File: config.mk
export PLATFORM = sky130hd
export DESIGN_NAME = fp_mul_dispatch
export DESIGN_NICKNAME = d
export VERILOG_FILES = /design/src/rtl/fp_mul_dispatch.sv
export SDC_FILE = /design/constraint.sdc
export NUM_CORES = 1
export LEC_CHECK = 0
export ABC_AREA = 1
export CAP_MARGIN = 10
export CORE_MARGIN = 10
export CORE_UTILIZATION = 50
export CTS_CLUSTER_SIZE = 12
export DETAILED_ROUTE_END_ITERATION = 12
export PLACE_DENSITY = 0.88
export SLEW_MARGIN = 40
export SYNTH_ARGS = -nofsm -noshare
export SYNTH_HDL_FRONTEND = slang
export SYNTH_SLANG_ARGS = --single-unit
File: constraint.sdc
create_clock -name clk -period 4.14 [get_ports clk]
set_input_delay 0.414 -clock clk [delete_from_list [all_inputs] [get_ports clk]]
set_output_delay 0.414 -clock clk [all_outputs]
set_load 0.005 [all_outputs]
File: src/rtl/fp_mul_dispatch.sv
// Dispatches one operand pair to a set of multiplier engines, collects their results,
// optionally cross-checks them and drains them one at a time to a single consumer.
module fp_mul_dispatch #(
    parameter int SIZE     = 32,
    parameter int CHANNELS = 2,
    parameter int TIMEOUT  = 64,
    parameter int COMPARE  = 1
) (
    input  logic                     clk,
    input  logic                     rst,
    input  logic [SIZE-1:0]          op1,
    input  logic [SIZE-1:0]          op2,
    input  logic [CHANNELS-1:0]      in_rdy,
    output logic [SIZE-1:0]          ch_op1,
    output logic [SIZE-1:0]          ch_op2,
    output logic [CHANNELS-1:0]      ch_start,
    input  logic [CHANNELS-1:0]      ch_done,
    input  logic [CHANNELS*SIZE-1:0] ch_res,
    output logic [SIZE-1:0]          res,
    output logic [CHANNELS-1:0]      res_rdy,
    input  logic                     res_ack,
    output logic                     busy,
    output logic                     mismatch,
    output logic                     timeout,
    output logic [1:0]               dbg_state
);

    localparam logic [1:0] S_IDLE  = 2'd0;
    localparam logic [1:0] S_ISSUE = 2'd1;
    localparam logic [1:0] S_WAIT  = 2'd2;
    localparam logic [1:0] S_DRAIN = 2'd3;

    localparam int          IW       = (CHANNELS > 1) ? $clog2(CHANNELS) : 1;
    localparam logic [15:0] TMO_LAST = 16'(TIMEOUT - 1);

    logic [1:0]          state;
    logic [CHANNELS-1:0] mask;
    logic [CHANNELS-1:0] done;
    logic [CHANNELS-1:0] sent;
    logic [15:0]         timer;
    logic [SIZE-1:0]     hold      [CHANNELS];

    logic [CHANNELS-1:0] done_next;
    logic [SIZE-1:0]     hold_next [CHANNELS];
    logic                cmp_diff;
    logic [CHANNELS-1:0] pending;
    logic [CHANNELS-1:0] grant;
    logic [IW-1:0]       sel_idx;

    // Only the first completion pulse of a selected engine is captured.
    always_comb begin
        done_next = done;
        hold_next = hold;
        if (state == S_WAIT) begin
            for (int i = 0; i < CHANNELS; i++) begin
                if (ch_done[i] && mask[i] && !done[i]) begin
                    done_next[i] = 1'b1;
                    hold_next[i] = ch_res[i*SIZE +: SIZE];
                end
            end
        end
    end

    always_comb begin
        cmp_diff = 1'b0;
        if (COMPARE != 0) begin
            for (int i = 0; i < CHANNELS; i++) begin
                for (int j = i + 1; j < CHANNELS; j++) begin
                    if (done_next[i] && done_next[j] && (hold_next[i] != hold_next[j]))
                        cmp_diff = 1'b1;
                end
            end
        end
    end

    // Lowest-index completed channel not yet delivered.
    always_comb begin
        pending = done & ~sent;
        grant   = '0;
        sel_idx = '0;
        for (int i = CHANNELS - 1; i >= 0; i--) begin
            if (pending[i]) begin
                grant    = '0;
                grant[i] = 1'b1;
                sel_idx  = IW'(i);
            end
        end
    end

    // Result handshake: res/res_rdy hold steady until a cycle with res_ack = 1 while
    // res_rdy != 0; that cycle transfers the result and the next one (if any) follows.
    always_comb begin
        res_rdy = '0;
        res     = '0;
        if (state == S_DRAIN && pending != '0) begin
            res_rdy = grant;
            res     = hold[sel_idx];
        end
    end

    assign ch_start  = (state == S_ISSUE) ? mask : '0;
    assign busy      = (state != S_IDLE);
    assign dbg_state = state;

    always_ff @(posedge clk) begin
        if (rst) begin
            state    <= S_IDLE;
            mask     <= '0;
            done     <= '0;
            sent     <= '0;
            timer    <= '0;
            ch_op1   <= '0;
            ch_op2   <= '0;
            mismatch <= 1'b0;
            timeout  <= 1'b0;
            for (int i = 0; i < CHANNELS; i++) hold[i] <= '0;
        end else begin
            case (state)
                S_IDLE: begin
                    if (in_rdy != '0) begin
                        ch_op1   <= op1;
                        ch_op2   <= op2;
                        mask     <= in_rdy;
                        done     <= '0;
                        sent     <= '0;
                        mismatch <= 1'b0;
                        timeout  <= 1'b0;
                        state    <= S_ISSUE;
                    end
                end
                S_ISSUE: begin
                    timer <= '0;
                    state <= S_WAIT;
                end
                S_WAIT: begin
                    done <= done_next;
                    hold <= hold_next;
                    if (done_next == mask) begin
                        mismatch <= cmp_diff;
                        state    <= S_DRAIN;
                    end else if (timer == TMO_LAST) begin
                        // Give up on the stragglers; deliver whatever has completed.
                        timeout  <= 1'b1;
                        mismatch <= cmp_diff;
                        state    <= S_DRAIN;
                    end else begin
                        timer <= timer + 16'd1;
                    end
                end
                S_DRAIN: begin
                    if (pending == '0)
                        state <= S_IDLE;
                    else if (res_ack)
                        sent <= sent | grant;
                end
                default: state <= S_IDLE;
            endcase
        end
    end

endmodule

==> results of run 1 <==
cells by family (layout without fill, tap and decap cells):
family,after synthesis,count (layout)
simple gates,708,708
buf+inv,176,391
compound gates,162,162
flops,154,154
xor+xnor,12,12
fa+ha+maj,6,6
critical path, cell delays in order (launching register included):
cell	delay, ps
dfxtp_1	450
inv_2	80
nor2_2	170
inv_1	60
buf_4	240
a21oi_2	230
buf_4	370
o21ai_0	140
a21oi_1	270
clkdlybuf4s50_1	560
final cells by class:
class                   instances  area share [%]
clock buffers                  18           3.998
inverters                     110           3.916
multi-input cells             888           36.81
flip-flops and latches        154           28.72
well taps                     188           2.191
repair buffers                249           22.97
clock inverters                14           1.399
per-stage QoR:
step / std cells / power, W
floorplan: 1218 / 0.003049
global placement: 1589 / 0.003922
detailed placement: 1589 / 0.003961
CTS: 1621 / 0.005513
global route: 1621 / 0.005827
finish: 1621 / 0.005507
worst max path at each step:
| stage | from | end | slack, ps | cells past startpoint |
|---|---|---|---|---|
| finish | done[0]$_SDFFE_PP0P_ | res[0] | 730 | 9 |
| global route | done[0]$_SDFFE_PP0P_ | res[31] | 600 | 9 |
| CTS | done[0]$_SDFFE_PP0P_ | res[6] | 770 | 9 |
| detailed placement | dbg_state[0]$_SDFFE_PP0P_ | mismatch$_SDFFE_PP0P_ | 1080 | 17 |
| global placement | dbg_state[0]$_SDFFE_PP0P_ | mismatch$_SDFFE_PP0P_ | 1200 | 17 |
| floorplan | dbg_state[0]$_SDFFE_PP0P_ | mismatch$_SDFFE_PP0P_ | 2120 | 18 |
placed cells by master (no fill, tap or decap), types with 9 or more instances in the layout:
master,count
xor2_1,11
a21oi_1,49
o21ai_0,100
inv_1,93
clkdlybuf4s50_1,238
nor2_1,247
clkbuf_16,17
inv_2,11
nand3b_1,29
nand3_1,73
nand2_1,337
dfxtp_1,154
buf_4,9
sequential cells by signal (all words and copies together) (netlist names):
signal and cells:
ch_op2 32, mismatch 1, timer 16, hold 64, mask 2, dbg_state 2
ch_op1 32, timeout 1, sent 2, done 2
power groups by stage:
stage          logic (W)  clock network [W]  registers (W)
3_3_place_gp     0.00198                  0        0.00194
5_1_grt          0.00224            0.00162        0.00196
6_report         0.00203            0.00155        0.00192
4_1_cts          0.00203            0.00156        0.00192
2_1_floorplan    0.00109                  0        0.00196
3_5_place_dp     0.00200                  0        0.00196
per-layer routing:
metal	global-route usage [%]	part of all wire [%]	vias up
li1	-	-	4204
met1	27.29	37	3807
met2	40.65	47	462
met3	11.80	13	49
met4	8.245	2.9	0
met5	0	0	-
==> metrics.cfg, run 1 <==
[outcome]
status=finished, final reports clean

[detailed_routing]
drtIter0Drc=805
viasPerCell=5.257
via_count=8522
postRouteAntennaNets=0
post_drt_wl_per_cell_um=16.22
routed_wl_mm=26.29
firstDrtPassIters=5
drc=0

[cells_and_area]
area_growth_pct=37.92
postLayoutCoreUtil_pct=70.62
layout-drive-gt1-share_pct=4.606
seqCellArea_um2=3083
fillers=1219
diodes=0
multiInputGateArea_um2=3951
nets=1561
design_area_um2=10740

[timing]
finalCriticalPeriod_ps=3406
slew_headroom_pct=56.62
rsz0062_at_grt=false
max_freq_mhz=293.6
whs_ps=449.6
setup_violations=0
period_share_pct=82.26
maxSlewViolCount=0
setup-tns-final_ps=0
tightest_slew_ps=650.7
finClkSkew_ps=9.615
hold_violations=0
fin_ws_ps=734.5

[worst_hold_path]
hold_depth=2
min_to=timeout$_SDFFE_PP0P_
hold_class=flip-flop to flip-flop
min_from=timeout$_SDFFE_PP0P_

[logic_synthesis]
ys_warn_count=0
synth_edf_count=0
synthAdderAreaFrac_pct=0.9645
async_reset_ff_share_pct=0
synth.area.top_cells=dfxtp_1 40%, nand2_1 16%, nor2_1 12%
yosysMostFrequentCell=nand2_1
synth_top_family_by_area=simple AND/OR/NAND/NOR gates
syn_nets=1359
synth_common_cells=337 x nand2_1, 247 x nor2_1, 154 x dfxtp_1
synth_area_um2=7784
ys_ff_latch=154
syn_inst=1218
synth-simple-area-share_pct=37.74
synthMuxAreaShare_pct=0
netlist.area_leader.share_pct=39.61
synth-xor-area-share_pct=1.350
ys_types=36
yosys.area.top_type=dfxtp_1
yosys_most_used_dff=dfxtp_1
seq_area_frac_synth_pct=39.61
syn_area_per_cell_um2=6.391
synth_compound_area_share_pct=10.64

[clock_tree]
cts.root.buffer_cell=clkbuf_16
cts_tree=built
cts_setup_buffers=0
post_cts_resized=0
cts_hold_buf=0
numClockSinks=154
clock_latency_ps=430
h-tree-depth=4
cts_max_path_buffers=2
path_clk_slew_ps=70
cts_made_buffers=17

[critical_path]
crit_path_end_kind=primary output
arrival_ps=2990
r2r_start=dbg_state[0]$_SDFFE_PP0P_
crit_path_start_kind=flip-flop
r2r_slack_ps=1030
critical_path_class=flip-flop to primary output
critical_path_required_ps=3730
r2r-end=mismatch$_SDFFE_PP0P_
rr_worst_depth=17
crit_path_max_fanout=32

[placement]
placed_area_um2=10150
dp_slack_ps=1084
hpwl_mm=18.57
io_buffers=239
gp_congestion=0.8891

[power_and_ir_drop]
ir_drop_mv=0.5325
p_switching_w=0.002006
pwr-share-clk_pct=28.2
leakage_nw=4.699
p_comb_share_pct=36.9
sw_frac_of_total_pct=36.43
powerDensity_nw_per_um2=513.0
p_seq_share_pct=34.9
intPower_w=0.003501

[floorplanning]
ios=240
die-height_um=144.8
die_w_um=144.8
rows=45
core_region_area_um2=15200
die_area_um2=20960
initial_core_util_pct=51.20

[global_route]
gr-total-overflow=0
grt_pass1_wl_mm=41.05
antenna_found_initial=0
grt_usage_pct=24.64
grt_pass1_vias=8163
grt_max_degree=82

[job]
maxCapViolations=0

Note: power is estimated with default switching activity, not from simulation.
==> run 2: changes to the inputs <==
--- a/config.mk
+++ b/config.mk
@@ -8,10 +8,10 @@
 export ABC_AREA = 1
 export CAP_MARGIN = 10
 export CORE_MARGIN = 10
-export CORE_UTILIZATION = 50
+export CORE_UTILIZATION = 47
 export CTS_CLUSTER_SIZE = 12
 export DETAILED_ROUTE_END_ITERATION = 12
-export PLACE_DENSITY = 0.88
+export PLACE_DENSITY = 0.83
 export SLEW_MARGIN = 40
 export SYNTH_ARGS = -nofsm -noshare
 export SYNTH_HDL_FRONTEND = slang
==> constraint.sdc (replaced) <==
create_clock -name clk -period 3.2 [get_ports clk]
set_input_delay 0.32 -clock clk [delete_from_list [all_inputs] [get_ports clk]]
set_output_delay 0.32 -clock clk [all_outputs]
set_load 0.005 [all_outputs]
==> run 2 against run 1 <==
Combinational power rose by 29%. Critical path type unchanged. Hold slack got worse by 11 ps. Routed wire length is 1.0% lower. Register-to-register slack lost 640 ps. Final cell count increased by 2.1%. Clock power grew 37%. Largest cell class unchanged. Global-route usage fell by 1.3 points. Utilization fell by 3.1 points. Count of clock-buffer cells in the layout rose by 3. Flip-flop and latch count did not move. Die area is 5.5% higher.
==> metrics.cfg, run 2 (same netlist as run 1, synthesis figures left out) <==
[clock_tree]
cts_hold_buf=0  ; unchanged
cts_max_path_buffers=2  ; unchanged
cts.root.buffer_cell=clkbuf_16
numClockSinks=154  ; unchanged
clock_latency_ps=430  ; about the same
cts_tree=built
cts_made_buffers=17  ; unchanged
post_cts_resized=0  ; unchanged
h-tree-depth=4  ; unchanged
cts_setup_buffers=0  ; unchanged
path_clk_slew_ps=60  ; about the same

[critical_path]
critical_path_required_ps=2880  ; -850 ps
r2r-end=mismatch$_SDFFE_PP0P_
rr_worst_depth=17  ; unchanged
critical_path_class=flip-flop to primary output
crit_path_start_kind=flip-flop
r2r_slack_ps=390  ; -640 ps
crit_path_end_kind=primary output
r2r_start=dbg_state[0]$_SDFFE_PP0P_
arrival_ps=2670  ; -320 ps
crit_path_max_fanout=22  ; -31%

[timing]
slew_headroom_pct=51.98  ; -4.6 points
period_share_pct=93.42
whs_ps=438.2  ; -11.34 ps
max_freq_mhz=334.5
hold_violations=0  ; unchanged
setup_violations=0  ; unchanged
finClkSkew_ps=7.643  ; -1.972 ps
rsz0062_at_grt=false
tightest_slew_ps=720.3  ; +69.64 ps
finalCriticalPeriod_ps=2989
setup-tns-final_ps=0  ; unchanged
maxSlewViolCount=0  ; unchanged

[worst_hold_path]
min_from=rst
min_to=hold[1]$_SDFFE_PP0N_
hold_depth=2  ; unchanged
hold_class=primary input to flip-flop

[global_route]
gr-total-overflow=0  ; unchanged
grt_usage_pct=23.31  ; -1.3 points
antenna_found_initial=1  ; +1
grt_pass1_wl_mm=41.61  ; +1.4%
grt_max_degree=67  ; -18%
grt_pass1_vias=8144  ; -0.23%

[cells_and_area]
area_growth_pct=39.35
layout-drive-gt1-share_pct=4.729  ; +0.12 points
postLayoutCoreUtil_pct=67.55  ; -3.1 points
nets=1567  ; +0.38%
fin_cells=1655  ; +2.1%
mostFrequentLayoutCells=337 x nand2_1, 247 x nor2_1, 238 x clkdlybuf4s50_1
layout_commonest_cell=nand2_1
fillers=1364  ; +12%
largest_register_ffs=64  ; unchanged
top_register=hold
reg.largest.list=hold (64), ch_op1 (32), ch_op2 (32)

[detailed_routing]
drc=0  ; unchanged
via_count=8364  ; -1.9%
drtIter0Drc=667  ; -17%
postRouteAntennaNets=0  ; unchanged
firstDrtPassIters=5  ; unchanged
post_drt_wl_per_cell_um=15.73  ; -3.0%
viasPerCell=5.054  ; -3.9%
routed_wl_mm=26.03  ; -1.0%

[placement]
gp_congestion=0.9032  ; +1.6%
dpl.cell_count=1623  ; +2.1%
io_buffers=239  ; unchanged
hpwl_mm=18.95  ; +2.0%

[power_and_ir_drop]
ir_drop_mv=0.5586  ; +4.9%
pwr-share-clk_pct=29.4  ; +1.2 points
sw_frac_of_total_pct=34.09  ; -2.3 points
p_switching_w=0.002463  ; +23%
leakage_nw=4.727  ; +0.59%
p_seq_share_pct=34.4  ; -0.5 points
p_comb_share_pct=36.2  ; -0.7 points
intPower_w=0.004762  ; +36%
powerDensity_nw_per_um2=666.1  ; +30%
power.total_w=0.007225  ; +31%

[outcome]
status=finished, final reports clean

[floorplanning]
rows=46  ; +2.2%
die_w_um=148.7  ; +2.7%
initial_core_util_pct=48.47  ; -2.7 points
die-height_um=148.7  ; +2.7%
core_region_area_um2=16060  ; +5.6%
die_area_um2=22110  ; +5.5%
ios=240  ; unchanged

[job]
maxCapViolations=0  ; unchanged

-- run 2: through the flow --
stage	setup slack (ps)	area, µm²
after detailed placement	446.6	10230
after global routing	70.77	10840
final	210.6	10850
after CTS	224.4	10840
after global placement	500.4	10230
after floorplan	1181	7784
-- run 2: worst max-delay path, cell delays in order (launching register included) --
cell and delay, ps:
dfxtp_1 450, inv_2 90, nor2_2 180, inv_1 90
a21oi_2 140, buf_4 290, o21ai_0 160, a21oi_1 260
clkdlybuf4s50_1 580
-- run 2: power by group through the flow --
stage	registers [W]	clock network, W	logic [W]
detailed placement	0.00253	0	0.00260
floorplan	0.00254	0	0.00141
global placement	0.00250	0	0.00259
global route	0.00254	0.00222	0.00293
finish	0.00249	0.00212	0.00262
CTS	0.00249	0.00214	0.00263
-- run 2: how the worst max path moves through the flow --
stage	from	endpoint	slack (ps)	cells after the start
after CTS	done[0]$_SDFFE_PP0P_	res[27]	220	8
after detailed placement	dbg_state[0]$_SDFFE_PP0P_	mismatch$_SDFFE_PP0P_	450	17
after floorplan	dbg_state[0]$_SDFFE_PP0P_	mismatch$_SDFFE_PP0P_	1180	18
final	done[0]$_SDFFE_PP0P_	res[27]	210	8
after global routing	done[0]$_SDFFE_PP0P_	res[27]	70	8
after global placement	dbg_state[0]$_SDFFE_PP0P_	mismatch$_SDFFE_PP0P_	500	17
-- run 2: final cells by class --
| class | count | area (µm²) | share of cell area (%) |
|---|---|---|---|
| multi-input combinational | 888 | 3946 | 36.38 |
| clock buffer | 21 | 450.4 | 4.153 |
| tap | 216 | 270.3 | 2.492 |
| inverter | 110 | 420.4 | 3.876 |
| antenna | 1 | 2.502 | 0.02307 |
| sequential | 154 | 3083 | 28.42 |
| timing repair buffer | 255 | 2507 | 23.12 |
| clock inverter | 10 | 166.4 | 1.534 |
-- run 2: metal layers --
layer | wire [µm] | GRT usage [%] | up-vias
met5 | 0 | 0 | -
li1 | - | - | 4230
met2 | 12420 | 39.34 | 358
met4 | 531 | 7.978 | 0
met3 | 2917 | 9.132 | 43
met1 | 10160 | 26.19 | 3733
==> RTL edit (settings of run 2) <==
Set the parameter `COMPARE` to 0 (it was 1).
--- a/src/rtl/fp_mul_dispatch.sv
+++ b/src/rtl/fp_mul_dispatch.sv
@@ -6,3 +6,3 @@
     parameter int TIMEOUT  = 64,
-    parameter int COMPARE  = 1
+    parameter int COMPARE  = 0
 ) (
Formal check against the unedited RTL: not equivalent (a bounded check fails within 4 cycles, from zero or initial values and one cycle with rst high).
==> RTL edit against run 2 <==
Worst setup slack improved by 0.29 ns. First-iteration DRC count fell by 19%. Wire length fell by 18%. Synthesized area fell by 16%. Sequential cell count fell by 1. Total power fell by 6.9%. Largest cell class unchanged. Highest routed layer unchanged. Maximum frequency rose by 11%. Design area fell by 11%.
==> RTL edit: results (changes against run 2) <==
----------------------------------------------------
[Cells and area]
  Number of inserted filler cells in the final layout ... 1178 (-14%)
  Fraction of final layout cells with drive strength greater than 1 ... 6.112% (+1.4 points)
  Net total in the final layout ... 1306 (-17%)

[Critical path]
  CP Max Fanout ... 33 (+50%)
  Timing endpoint of the critical path ... res[25]
  Slack of the worst reg-to-reg path ... 1.06 ns (+0.67 ns)
  Critical R2R Capture ... timer[12]$_SDFFE_PP0P_
  Startpoint of the worst setup timing path ... done[0]$_SDFFE_PP0P_
  Number of cell instances on the worst register-to-register path ... 9 (-8)
  Crit path max-delay cell type ... sky130_fd_sc_hd__clkdlybuf4s50_1
  Crit-path max cell delay ... 0.55 ns (-0.03 ns)

[Timing]
  Worst relative slew slack ... 60.55% (+8.6 points)
  Worst Clk Skew ... 0.01433 ns (+0.006691 ns)

[Min path]
  Destination of the worst hold path ... sent[0]$_SDFFE_PP0P_
  HP Start ... sent[0]$_SDFFE_PP0P_
  Hold/Removal Path Class ... flip-flop to flip-flop

[Synthesis]
  Portion of the post-synthesis area used by sequential elements ... 46.74% (+7.1 points)
  Most used standard cells in the synthesized netlist ... sky130_fd_sc_hd__nor2_1, sky130_fd_sc_hd__dfxtp_1, sky130_fd_sc_hd__nand2_1, sky130_fd_sc_hd__o21ai_0, sky130_fd_sc_hd__a21oi_1
  Net count after synthesis ... 1091 (-20%)
  Top post-synthesis cells by area ... sky130_fd_sc_hd__dfxtp_1, sky130_fd_sc_hd__nor2_1, sky130_fd_sc_hd__o21ai_0
  Number of library cell types mapped by synthesis ... 32 (-11%)

[Power and ir drop]
  Leakage ... 3.793 nW (-20%)
  VDD IR max ... 0.4363 mV (-22%)

[Global route]
  Total track usage ... 21.06% (-2.3 points)
  Global-route wire length before repair ... 33.34 mm (-20%)
  Vias in the first global route ... 6458 (-21%)

[Drt]
  Vias per inst ... 5.052 (about the same)
  Detailed router's first-iteration violation count ... 541 (-19%)
  Aggregate routed wire length ... 21.28 mm (-18%)

[Clock network]
  Worst-skew pair later-pin latency ... 0.43 ns (about the same)
  Number of gates resized after CTS ... 0 (unchanged)
  Number of buffers inserted during clock tree synthesis ... 17 (unchanged)

[Run status]
  Result of the run ... complete, no violations

[Place]
  Final GP Congestion ... 0.9292 (+2.9%)
  Final HPWL DP ... 15.32 mm (-19%)
  Number of buffers added on ports ... 238 (-0.42%)

----------------------------------------------------
## RTL edit: where the power goes
group | switching (mW) | internal, mW
combinational | 1.25 | 1.09
clock | 0.818 | 1.04
sequential | 0.229 | 2.30
total | 2.29 | 4.44
## RTL edit: cells by family (layout without fill, tap and decap cells)
family                     after synthesis  in the layout  synth area share [%]
and+or+nand+nor                        504            504                 30.95
AOI/OAI and AO/OA                      190            190                 14.93
DFF                                    153            153                 46.74
buffers and inverters                   94            322                 5.919
adders and majority gates                6              6                 1.145
xor gates and xnor gates                 2              2                0.2673
other                                    1              2               0.05722
## RTL edit: critical path: cells and delay by family (launching register included)
family                 cells  cell delay, ns
and+or+nand+nor            3            0.32
DFF                        1            0.38
buffers and inverters      4            1.03
AOI/OAI and AO/OA          1            0.21
## RTL edit: area by class of cell
cell class,instances,area [um2],area share (%)
tap,180,225.2,2.343
timing repair buffer,251,2517,26.18
multi-input combinational,703,3110,32.35
antenna,1,2.502,0.02603
clock buffer,20,456.7,4.750
sequential,153,3063,31.86
clock inverter,12,90.09,0.9370
inverter,39,148.9,1.549
## RTL edit: through the flow
step | hold WS [ns] | cells | area, um2 | utilization [%] | setup WS (ns)
2_1_floorplan | 0.3891 | 950 | 6554 | - | 1.556
3_3_place_gp | 0.4447 | 1326 | 9065 | 65.82 | 0.9828
3_5_place_dp | 0.4519 | 1326 | 9065 | 65.82 | 0.9625
4_1_cts | 0.4518 | 1358 | 9612 | 69.79 | 0.4926
5_1_grt | 0.4741 | 1359 | 9614 | 69.80 | 0.3243
6_report | 0.4584 | 1359 | 9614 | 69.80 | 0.4959
## RTL edit: metal layers
metal	GRT usage (%)	vias to the layer above	wire, um
li1	-	3452	-
met1	22.54	3131	8291
met2	36.52	232	10680
met3	7.329	51	1538
met4	9.600	0	775
met5	0	-	0
